==> config.mk <==
export PLATFORM = sky130hd
export DESIGN_NAME = lane_packer
export DESIGN_NICKNAME = d
export VERILOG_FILES = /design/src/rtl/lane_packer_pkg.sv /design/src/rtl/lane_packer_and_reduce_tree.sv /design/src/rtl/lane_packer.sv
export SDC_FILE = /design/constraint.sdc
export NUM_CORES = 1
export LEC_CHECK = 0
export BUFFER_PORTS_ARGS = -buffer_cell sky130_fd_sc_hd__buf_2
export CORE_MARGIN = 2
export CORE_UTILIZATION = 34
export DETAILED_ROUTE_END_ITERATION = 6
export HOLD_SLACK_MARGIN = 0.06
export PLACE_DENSITY = 0.67
export SLEW_MARGIN = 20
export SYNTH_ARGS = -nofsm -noshare
export SYNTH_HDL_FRONTEND = slang
export SYNTH_SLANG_ARGS = --single-unit
==> constraint.sdc <==
create_clock -name CLK -period 2.3 [get_ports CLK]
set_input_delay 0.115 -clock CLK [delete_from_list [all_inputs] [get_ports CLK]]
set_output_delay 0.115 -clock CLK [all_outputs]
set_load 0.01 [all_outputs]
==> src/rtl/lane_packer_pkg.sv <==
// Shared definitions for the lane packer.
// Holds the control FSM state encodings and a constant clog2 helper
// used to size the lane counter and the N output.
package lane_packer_pkg;

   // Control FSM states; the output-valid flag is kept outside the FSM.
   typedef enum logic [1:0] {
      ST_EMPTY     = 2'd0,   // no lanes collected, no flush pending
      ST_FILL      = 2'd1,   // partial word being collected
      ST_FLUSHWAIT = 2'd2    // flush requested, output register still busy
   } state_t;

   // Ceiling log2 for constant sizing; clog2(1)=0, clog2(3)=2.
   function automatic int clog2(input int value);
      int r;
      r = 0;
      for (int i = 0; i < 31; i++) begin
         if ((32'sd1 <<< i) < value) begin
            r = i + 1;
         end else begin
            r = r;
         end
      end
      return r;
   endfunction

endpackage

==> src/rtl/lane_packer_and_reduce_tree.sv <==
// and_reduce_tree: masked AND reduction.
// Bits whose mask bit is 0 are forced to 1 so they do not affect the result.
//   data : word to reduce
//   mask : 1 = bit takes part in the reduction
//   z    : AND of all masked-in bits of data
module and_reduce_tree
   import lane_packer_pkg::*;
#(
   parameter int W = 8
) (
   input  logic [W-1:0] data,
   input  logic [W-1:0] mask,
   output logic         z
);

   // Masked-out bits read as 1 so only selected bits decide the result.
   always_comb begin
      z = &(data | ~mask);
   end

endmodule

==> src/rtl/lane_packer.sv <==
// lane_packer: collects LANES input lanes of LANE_W bits into one wide word
// (lane 0 in the LSBs) and presents it on a valid/ready output register.
// A flush request emits the current partial word with FILL in empty lanes.
//   CLK, RST : clock, synchronous active-high reset
//   D, DV, DR: input lane, valid, ready (lane accepted when DV && DR)
//   FLUSH    : one-cycle request to emit the current partial word
//   Q, QV, QR: packed word, valid, downstream ready
//   Z        : AND of the filled-lane bits of Q (0 when QV=0)
//   T        : 1 = Q is a flushed partial word
//   N        : number of filled lanes in Q
module lane_packer
   import lane_packer_pkg::*;
#(
   parameter int   LANE_W = 4,
   parameter int   LANES  = 2,
   parameter logic FILL   = 1'b0,
   localparam int  OW     = LANE_W * LANES,
   localparam int  NW     = clog2(LANES + 1)
) (
   input  logic              CLK,
   input  logic              RST,
   input  logic [LANE_W-1:0] D,
   input  logic              DV,
   output logic              DR,
   input  logic              FLUSH,
   output logic [OW-1:0]     Q,
   output logic              QV,
   input  logic              QR,
   output logic              Z,
   output logic              T,
   output logic [NW-1:0]     N
);

   localparam logic [NW-1:0] LAST = NW'(LANES - 1);

   state_t          state_r, state_s;
   logic [NW-1:0]   cnt_r, cnt_s;
   logic [OW-1:0]   acc_r, acc_s;
   logic [OW-1:0]   q_r;
   logic            qv_r, z_r, t_r;
   logic [NW-1:0]   n_r;

   logic            or_free_s, dr_s, take_s, complete_s;
   logic            fp_s, flush_go_s, load_s, fp_next_s, z_s;
   logic [NW-1:0]   cnt_eff_s;
   logic [OW-1:0]   acc_next_s, word_s, mask_s;

   // Handshake, lane insertion and candidate output word.
   always_comb begin
      or_free_s  = !qv_r || QR;
      // Only the completing lane has to wait for the output register.
      dr_s       = !RST && ((cnt_r < LAST) || or_free_s);
      take_s     = DV && dr_s;
      cnt_eff_s  = cnt_r + {{(NW-1){1'b0}}, take_s};
      complete_s = take_s && (cnt_r == LAST);
      fp_s       = (state_r == ST_FLUSHWAIT);
      // A completing lane always wins over a flush: the word is full anyway.
      flush_go_s = (fp_s || FLUSH) && or_free_s && (cnt_eff_s != {NW{1'b0}}) && !complete_s;
      load_s     = complete_s || flush_go_s;
      acc_next_s = acc_r;
      word_s     = {OW{1'b0}};
      mask_s     = {OW{1'b0}};
      for (int i = 0; i < LANES; i++) begin
         if (take_s && (cnt_r == NW'(i))) begin
            acc_next_s[i*LANE_W +: LANE_W] = D;
         end else begin
            acc_next_s[i*LANE_W +: LANE_W] = acc_r[i*LANE_W +: LANE_W];
         end
         if (NW'(i) < cnt_eff_s) begin
            mask_s[i*LANE_W +: LANE_W] = {LANE_W{1'b1}};
            word_s[i*LANE_W +: LANE_W] = acc_next_s[i*LANE_W +: LANE_W];
         end else begin
            mask_s[i*LANE_W +: LANE_W] = {LANE_W{1'b0}};
            word_s[i*LANE_W +: LANE_W] = {LANE_W{FILL}};
         end
      end
   end

   // Next lane count, accumulator, pending-flush flag and FSM state.
   always_comb begin
      // A flush with nothing collected (even counting this cycle's lane) is dropped.
      fp_next_s = !load_s && (fp_s || FLUSH) && (cnt_eff_s != {NW{1'b0}});
      if (load_s) begin
         cnt_s = {NW{1'b0}};
         acc_s = {OW{1'b0}};
      end else begin
         cnt_s = cnt_eff_s;
         acc_s = acc_next_s;
      end
      if (fp_next_s) begin
         state_s = ST_FLUSHWAIT;
      end else if (cnt_s != {NW{1'b0}}) begin
         state_s = ST_FILL;
      end else begin
         state_s = ST_EMPTY;
      end
   end

   and_reduce_tree #(.W(OW)) u_zred (
      .data (word_s),
      .mask (mask_s),
      .z    (z_s)
   );

   // Control registers: FSM state, lane count and accumulator.
   always_ff @(posedge CLK) begin
      if (RST) begin
         state_r <= ST_EMPTY;
         cnt_r   <= {NW{1'b0}};
         acc_r   <= {OW{1'b0}};
      end else begin
         state_r <= state_s;
         cnt_r   <= cnt_s;
         acc_r   <= acc_s;
      end
   end

   // Output register: load a word, clear valid on consume, otherwise hold.
   always_ff @(posedge CLK) begin
      if (RST) begin
         q_r  <= {OW{1'b0}};
         qv_r <= 1'b0;
         z_r  <= 1'b0;
         t_r  <= 1'b0;
         n_r  <= {NW{1'b0}};
      end else if (load_s) begin
         q_r  <= word_s;
         qv_r <= 1'b1;
         z_r  <= z_s;
         t_r  <= flush_go_s;
         n_r  <= cnt_eff_s;
      end else if (QR) begin
         // Consumed (or already idle): Q keeps its last value, Z follows QV.
         qv_r <= 1'b0;
         z_r  <= 1'b0;
      end else begin
         qv_r <= qv_r;
      end
   end

   assign DR = dr_s;
   assign Q  = q_r;
   assign QV = qv_r;
   assign Z  = z_r;
   assign T  = t_r;
   assign N  = n_r;

endmodule
==> out/metrics.csv, run 1 <==
metric,value,unit
hold_viol,0,
syn_avg_cell_area,9.50,µm²
worst-setup-path-type,register to register,
multi_input_area,634,µm²
clk_latency,340,ps
cellLeakagePower,0.522,nW
crit_chain,"nand2b_1, nor2_1, nor2_1, and2_1, ha_2, inv_1, a221oi_2, or3_1, nor2_1",
worstMarginPinSlew,518,ps
slowest_stage,or3_1,
hpwl,2090,µm
synth-seq-cells,25,
detail_route.wl_per_cell,14.2,µm
rr_worst_depth,9,
grt_pass1_wl,4890,µm
num_io_pins,23,
initial_core_util,0.356,
seqCellArea,500,µm²
yosys_warnings,0,
cp_data_required_time,2520,ps
cp.arrival,2310,ps
slowest_delay,380,ps
synthArstFlopShare,0,
die_h,63.1,µm
fill_cells,332,
synth_nets,135,
dr.pass1.iters,4,
path_max_fanout,8,
min_path_type,primary input to register,
crit_path_start_kind,register,
cts_max_level,1,
holdPathStages,4,
n_antenna_cell,0,
grt_antenna_before_repair,0,
peakVddDrop,0.000310,V
setup_viol,0,
ant_nets,0,
clockBufferDepth,2,
clock.fmax,480,MHz
postCtsSetupBuffers,0,
timing.final.crit_share,0.906,
drt_iter0_drc,50,
via_count,1089,
max_cap_viol_count,0,
ys_types,35,
cp_top_family,simple AND/OR/NAND/NOR gates,
slew-limit-headroom,0.653,
drv_slew,0,
final_util,0.425,
clock-skew-final,8.93,ps
ctsRootBufferMaster,clkbuf_4,
crit_buf_inv,1,
cp_common_cell,nor2_1,
path_clk_slew,140,ps
yosys_most_used_dff,dfxtp_1,
grt_max_degree,21,
ys_top_cells_by_area,"dfxtp_1, nand3_1, mux2i_1",
final.setup.tns,0,ps
cts_made_buffers,3,
drive_gt1_frac,0.309,
grt_overflow,0,
synth_edf_count,0,
grt_pass1_vias,1053,
route.detailed.drc,0,
cp.depth,9,
synth-seq-area-share,0.421,
routed_wl,2800,µm
clkSinkCount,25,
yosys.area.top_type,dfxtp_1,
syn_area,1190,µm²
portBuffers,22,
netlist_instances,125,
crit_path_end_kind,register,
cts_tree,yes,
synth_top_area_frac,0.421,
final_nets,163,
rsz0062_at_grt,no,
gp_congestion,0.907,
core,3340,µm²
fp-row-count,21,
die_area,3980,µm²
routed_via_density,5.50,
outcome,completed,
grt.total_usage,0.154,
powerDensity,598,nW/µm²
area_delta_synth_final,19.4,%
die_w,63.1,µm
period_minus_slack,2080,ps
[Yosys cell counts, types with 2 or more instances]
master,n
inv_1,2
mux2i_1,5
a221o_1,4
buf_2,5
nand3_1,14
a211o_1,4
a21oi_2,4
nand2b_1,2
clkbuf_1,2
nor3_1,5
nor2_1,13
a21oi_1,7
dfxtp_1,25
and2_1,5
o21ai_0,4
nor2b_1,2
buf_6,2
nand4_1,3
[what timing repair did]
action | CTS | global route
hold buffers | 1 | 0
endpoints found under the hold margin | 1 | 0
setup endpoints to repair | 0 | 5
gates resized for setup | 0 | 2
[stage by stage]
stage | setup slack, ps | cell area, µm² | hold slack (ps) | total power [W] | instances
after floorplan | 25.4 | 1190 | 186 | 0.000586 | 125
after global routing | 20.3 | 1420 | 84.6 | 0.000893 | 198
final | 215 | 1420 | 87.6 | 0.000847 | 198
after CTS | 114 | 1410 | 82.4 | 0.000848 | 198
after detailed placement | 169 | 1370 | 339 | 0.000644 | 193
after global placement | 212 | 1370 | 336 | 0.000640 | 193
[sequential cells by signal (all words and copies together) (netlist names)]
signal	cells
N	2
Q	8
QV	1
T	1
Z	1
acc_r	8
cnt_r	2
state_r	2
[report_power, final]
group | total (W) | switching [W] | internal, W
Combinational | 0.000177 | 0.000105 | 0.0000723
Sequential | 0.000462 | 0.00000947 | 0.000453
Clock | 0.000208 | 0.000141 | 0.0000668
Total | 0.000847 | 0.000255 | 0.000592
[cell type report]
type	instances	area share
multi-input combinational	89	0.447
timing repair buffer	32	0.132
clock inverter	1	0.00530
inverter	2	0.00530
sequential	25	0.353
tap	46	0.0406
clock buffer	3	0.0159
[placed cells by master (no fill, tap or decap), drive strengths merged, types with 3 or more instances in the layout]
cell type / instances
a221o: 4
nand4: 3
nand3: 14
buf: 31
dfxtp: 25
o21ai: 5
a211o: 4
a21oi: 11
clkbuf: 3
nor3: 5
mux2i: 5
nor2: 13
and2: 5
[cell families (layout without fill, tap and decap cells)]
kind of cell / count (synthesis) / in the layout / share of synthesized area
mux: 5 / 5 / 0.0422
buf+inv: 11 / 38 / 0.0527
compound gates: 30 / 30 / 0.193
flops: 25 / 25 / 0.421
xor+xnor: 2 / 2 / 0.0306
simple gates: 51 / 51 / 0.250
fa+ha+maj: 1 / 1 / 0.0105
[per-layer routing]
| layer | GRT usage | vias to the layer above | wire [µm] |
|---|---|---|---|
| met1 | 0.185 | 535 | 1300 |
| met2 | 0.265 | 32 | 1320 |
| met4 | 0.0750 | 0 | 68 |
| met5 | 0 | - | 0 |
| met3 | 0.0286 | 7 | 110 |
| li1 | - | 515 | - |
[tightest hold or removal path, delay by kind of cell]
kind | cells | cell delay, ps
AOI/OAI and AO/OA | 1 | 60
buffers and inverters | 1 | 100
and+or+nand+nor | 2 | 120
[worst paths after layout]
check | startpoint | endpoint | slack, ps
hold / removal | QR | Z | 90
setup / recovery | QV | acc_r[2] | 220
setup reg to reg | QV | acc_r[2] | 220
hold reg to reg | N[0] | N[0] | 470
Power figures use the tool's default switching activity.
==> inputs of run 2 (changes only) <==
--- a/config.mk
+++ b/config.mk
@@ -5,12 +5,13 @@
 export SDC_FILE = /design/constraint.sdc
 export NUM_CORES = 1
 export LEC_CHECK = 0
+export ABC_AREA = 1
 export BUFFER_PORTS_ARGS = -buffer_cell sky130_fd_sc_hd__buf_2
 export CORE_MARGIN = 2
-export CORE_UTILIZATION = 34
+export CORE_UTILIZATION = 46
 export DETAILED_ROUTE_END_ITERATION = 6
 export HOLD_SLACK_MARGIN = 0.06
-export PLACE_DENSITY = 0.67
+export PLACE_DENSITY = 0.84
 export SLEW_MARGIN = 20
 export SYNTH_ARGS = -nofsm -noshare
 export SYNTH_HDL_FRONTEND = slang
==> run 2 against run 1 <==
Compared with the run above: synthesized cell count rose by 12%; maximum frequency is 1.1% higher; register-to-register slack improved by 20 ps; via count shrank 8.0%; critical endpoint is now Z; clock skew is 5.7 ps lower; core utilization up 15 points; global-route usage up 3.1 points; largest power group unchanged; clock power down 8%; total power fell by 3.2%; sequential share of layout area up 5.2 points; critical path type unchanged; design area is 13% lower; sequential power is 1% higher.
==> out/metrics.csv, run 2 <==
metric,value,unit
outcome,completed,
synthArstFlopShare,0,
routed_wl,2260,µm
synth_top_area_frac,0.483,
syn_area,1040,µm²
grt_max_degree,20,
drive_gt1_frac,0.216,
final_util,0.570,
powerDensity,663,nW/µm²
portBuffers,22,
synth_nets,150,
yosys_most_used_dff,dfxtp_1,
die_w,51.5,µm
cts_tree,yes,
final_nets,178,
ant_nets,0,
finalInstanceArea,1240,µm²
synth-seq-area-share,0.483,
dr.pass1.iters,4,
rsz0062_at_grt,no,
detail_route.wl_per_cell,11.6,µm
n_antenna_cell,0,
path_clk_slew,130,ps
cts_made_buffers,3,
hold_viol,0,
syn_avg_cell_area,7.41,µm²
met3_usage,0.0263,
cp.arrival,2320,ps
gr-max-usage-layer,met2,
ys_types,21,
use_met2,0.338,
core,2170,µm²
ctsRootBufferMaster,clkbuf_4,
place_area,1190,µm²
hpwl,1760,µm
clock-skew-final,3.24,ps
setup_viol,0,
path_max_fanout,10,
cp_data_required_time,2550,ps
place_ws,203,ps
cts_max_level,1,
routed_via_density,5.14,
grt_overflow,0,
drt_iter0_drc,25,
drv_slew,0,
mostFrequentLayoutCells,"dfxtp_1, nand2_1, buf_2",
final.setup.tns,0,ps
slew-limit-headroom,0.783,
setup_slack,237,ps
grt_pass1_wl,3770,µm
yosys_warnings,0,
area_delta_synth_final,19.3,%
grt.total_usage,0.185,
period_minus_slack,2060,ps
use_met1,0.228,
route.detailed.drc,0,
max_cap_viol_count,0,
grt_antenna_before_repair,0,
finalPower,0.000820,W
min_path_type,primary input to register,
initial_core_util,0.478,
gp_congestion,0.915,
ys_top_cells_by_area,"dfxtp_1, nand2_1, nand3_1",
clkSinkCount,25,
clock.fmax,485,MHz
yosys.area.top_type,dfxtp_1,
synth_edf_count,0,
peakVddDrop,0.000429,V
via_count,1002,
fp-row-count,17,
synth_most_common_cell,dfxtp_1,
worst-setup-path-type,register to register,
worstMarginPinSlew,325,ps
timing.final.crit_share,0.897,
crit_path_start_kind,register,
die_area,2650,µm²
grt_pass1_vias,953,
netlist_instances,140,
clockBufferDepth,2,
crit_path_end_kind,register,
die_h,51.5,µm
cellLeakagePower,0.621,nW
fill_cells,215,
netlist_top_cells_count,"dfxtp_1, nand2_1, inv_1",
synth-seq-cells,25,
clk_latency,310,ps
num_io_pins,23,
[run 2: kinds of logic (layout without fill, tap and decap cells)]
| family | after synthesis | in the layout | share of synthesized area |
|---|---|---|---|
| buffers and inverters | 24 | 51 | 0.0905 |
| DFF | 25 | 25 | 0.483 |
| adders and majority gates | 1 | 1 | 0.0121 |
| and+or+nand+nor | 71 | 71 | 0.316 |
| xor gates and xnor gates | 1 | 1 | 0.00845 |
| AOI/OAI and AO/OA | 18 | 18 | 0.0905 |
[run 2: worst max-delay path, cell delays in order (launching register included)]
cell and delay [ps]:
dfxtp_1 380, nand2_1 110, nor2_1 130, nor2_1 70
nand2_1 60, inv_1 40, ha_1 190, xnor2_2 180
nand2_1 170, nand3_1 100, nand2_1 80, inv_2 150
nand2_2 160, a21oi_1 180
[run 2: layout make-up]
type	instances	area, µm²	share of cell area
sequential	25	502	0.405
multi-input combinational	91	455	0.368
timing repair buffer	25	135	0.109
inverter	22	82.6	0.0667
tap	28	35.0	0.0283
clock buffer	3	22.5	0.0182
clock inverter	1	5.00	0.00404
[run 2: what timing repair did]
item                                    in CTS  in global routing
resized for setup                            0                  3
buffers inserted                             0                  0
endpoints found under the setup margin       0                  3
hold endpoints to repair                     2                  0
hold buffers                                 1                  0
[run 2: per-layer routing]
layer | part of all wire | up-vias
met2 | 0.51 | 38
met1 | 0.43 | 457
met3 | 0.058 | 2
met4 | 0.0035 | 0
li1 | - | 505
met5 | 0 | -
[run 2: path summary, 6_finish.rpt]
path                      to  start  slack, ps  depth (start not counted)
setup reg to reg           Z     QV        240                         13
setup / recovery           Z     QV        240                         13
hold reg to reg         N[1]   N[1]        470                          2
hold / removal    state_r[0]  FLUSH        110                          4
[run 2: power by group]
| part | switching (W) | leakage [nW] | internal (W) |
|---|---|---|---|
| Sequential | 0.0000109 | 0.204 | 0.000457 |
| Clock | 0.000127 | 0.0177 | 0.0000651 |
| Combinational | 0.000105 | 0.399 | 0.0000541 |
| Total | 0.000243 | 0.621 | 0.000576 |
[run 2: through the flow]
step / cells / hold WS [ps]
floorplan: 140 / 193
global placement: 190 / 350
finish: 195 / 112
detailed placement: 190 / 353
CTS: 195 / 105
global route: 195 / 116
==> inputs of run 3 (changes only) <==
--- a/config.mk
+++ b/config.mk
@@ -11,8 +11,9 @@
 export CORE_UTILIZATION = 46
 export DETAILED_ROUTE_END_ITERATION = 6
 export HOLD_SLACK_MARGIN = 0.06
-export PLACE_DENSITY = 0.84
+export PLACE_DENSITY = 0.72
 export SLEW_MARGIN = 20
 export SYNTH_ARGS = -nofsm -noshare
 export SYNTH_HDL_FRONTEND = slang
 export SYNTH_SLANG_ARGS = --single-unit
+export TNS_END_PERCENT = 5
==> run 3 against run 2 <==
Compared with the run above: sequential share of layout area barely moved; register-to-register slack improved by 30 ps; combinational power about the same; critical path depth is the same; critical path type unchanged; critical endpoint is now Q[5].
==> out/metrics.csv, run 3 (synthesis results as in run 2) <==
metric,value,unit
max_cap_viol_count,0,
grt_overflow,0,
clkSinkCount,25,
clk_latency,320,ps
routed_wl,2310,µm
rr_startpoint,cnt_r[1],
grt_pass1_vias,920,
worst-setup-path-type,register to register,
path_max_fanout,10,
whs,100,ps
grt_antenna_before_repair,0,
die_area,2650,µm²
cts_tree,yes,
dr.pass1.iters,4,
hp-start,FLUSH,
final_util,0.569,
die_w,51.5,µm
peakVddDrop,0.000444,V
clockBufferDepth,2,
drv_slew,0,
crit_path_start_kind,register,
gp_congestion,0.776,
period_minus_slack,2030,ps
seqCellArea,500,µm²
detail_route.wl_per_cell,11.9,µm
multi_input_area,453,µm²
rr_worst_depth,13,
outcome,completed,
area_delta_synth_final,19.1,%
n_antenna_cell,0,
final_nets,178,
drive_gt1_frac,0.204,
fill_cells,225,
ant_nets,0,
rsz0062_at_grt,no,
route.detailed.drc,0,
holdPathStages,4,
path_clk_slew,130,ps
hold_viol,0,
finalPower,0.000823,W
cp.arrival,2290,ps
clock.fmax,492,MHz
clock-skew-final,1.11,ps
min_path_type,primary input to register,
via_count,968,
worstMarginPinSlew,322,ps
setup_viol,0,
cellLeakagePower,0.617,nW
min_to,state_r[0],
final_common_cell,dfxtp_1,
powerDensity,666,nW/µm²
final.setup.tns,0,ps
grt_pass1_wl,4030,µm
core,2170,µm²
portBuffers,22,
timing.final.crit_share,0.883,
fp-row-count,17,
die_h,51.5,µm
cts_max_level,1,
mostFrequentLayoutCells,"dfxtp_1, nand2_1, buf_2",
grt.total_usage,0.203,
routed_via_density,4.96,
hpwl,1770,µm
num_io_pins,23,
slew-limit-headroom,0.785,
drt_iter0_drc,17,
cts_made_buffers,3,
crit_path_end_kind,register,
ctsRootBufferMaster,clkbuf_4,
initial_core_util,0.478,
rrSetupSlack,270,ps
grt_max_degree,20,
timing.rr.end,Q[5],
cp_data_required_time,2560,ps
-- run 3: cell types whose count changed in the layout (fill, tap and decap cells not counted), sizes merged --
cell / previous run / this run
clkbuf: 3 / 4
clkinv: 1 / 0
-- run 3: final cells by class --
class,instances,share of cell area
timing repair buffer,25,0.109
clock buffer,4,0.0213
sequential,25,0.405
tap,28,0.0284
inverter,22,0.0689
multi-input combinational,91,0.367
-- run 3: through the flow --
step                setup slack [ps]  instances  area, µm²
global placement                 394        190       1190
finish                           269        195       1230
floorplan                        365        140       1040
detailed placement               252        190       1190
global route                    11.7        195       1230
CTS                              210        195       1220
-- run 3: worst max path at each step --
| stage | start | end | slack, ps | cells past startpoint |
|---|---|---|---|---|
| 6_report | cnt_r[1] | Q[5] | 270 | 13 |
| 5_1_grt | cnt_r[1] | Z | 10 | 13 |
| 2_1_floorplan | cnt_r[1] | QV | 360 | 13 |
| 4_1_cts | QV | Z | 210 | 13 |
| 3_5_place_dp | QV | Z | 250 | 13 |
| 3_3_place_gp | QV | Z | 390 | 13 |
-- run 3: metal layers --
| layer | GRT usage | wire, µm |
|---|---|---|
| met5 | 0 | 0 |
| met4 | 0.0658 | 18 |
| met3 | 0.0380 | 83 |
| met2 | 0.327 | 1130 |
| met1 | 0.272 | 1080 |
-- run 3: critical path, cell delays in order (launching register included) --
cell,delay [ps]
dfxtp_1,440
nor2_1,90
nor2_1,120
nor2_1,60
nand2_1,50
inv_1,40
ha_1,210
xnor2_2,160
nand2_2,120
nand3_1,80
nand2_1,130
buf_4,200
nand3_2,130
o21ai_1,150
-- run 3: timing repair --
action | 4_1_cts | 5_1_grt
setup endpoints to repair | 0 | 3
hold buffers | 1 | 0
gates resized for setup | 0 | 3
buffers inserted | 0 | 0
endpoints found under the hold margin | 2 | 0
-- run 3: where the power goes --
part	switching, W	leakage, nW	internal [W]
logic	0.000105	0.399	0.0000550
registers	0.0000110	0.203	0.000457
clock network	0.000127	0.0150	0.0000679
total	0.000243	0.617	0.000580
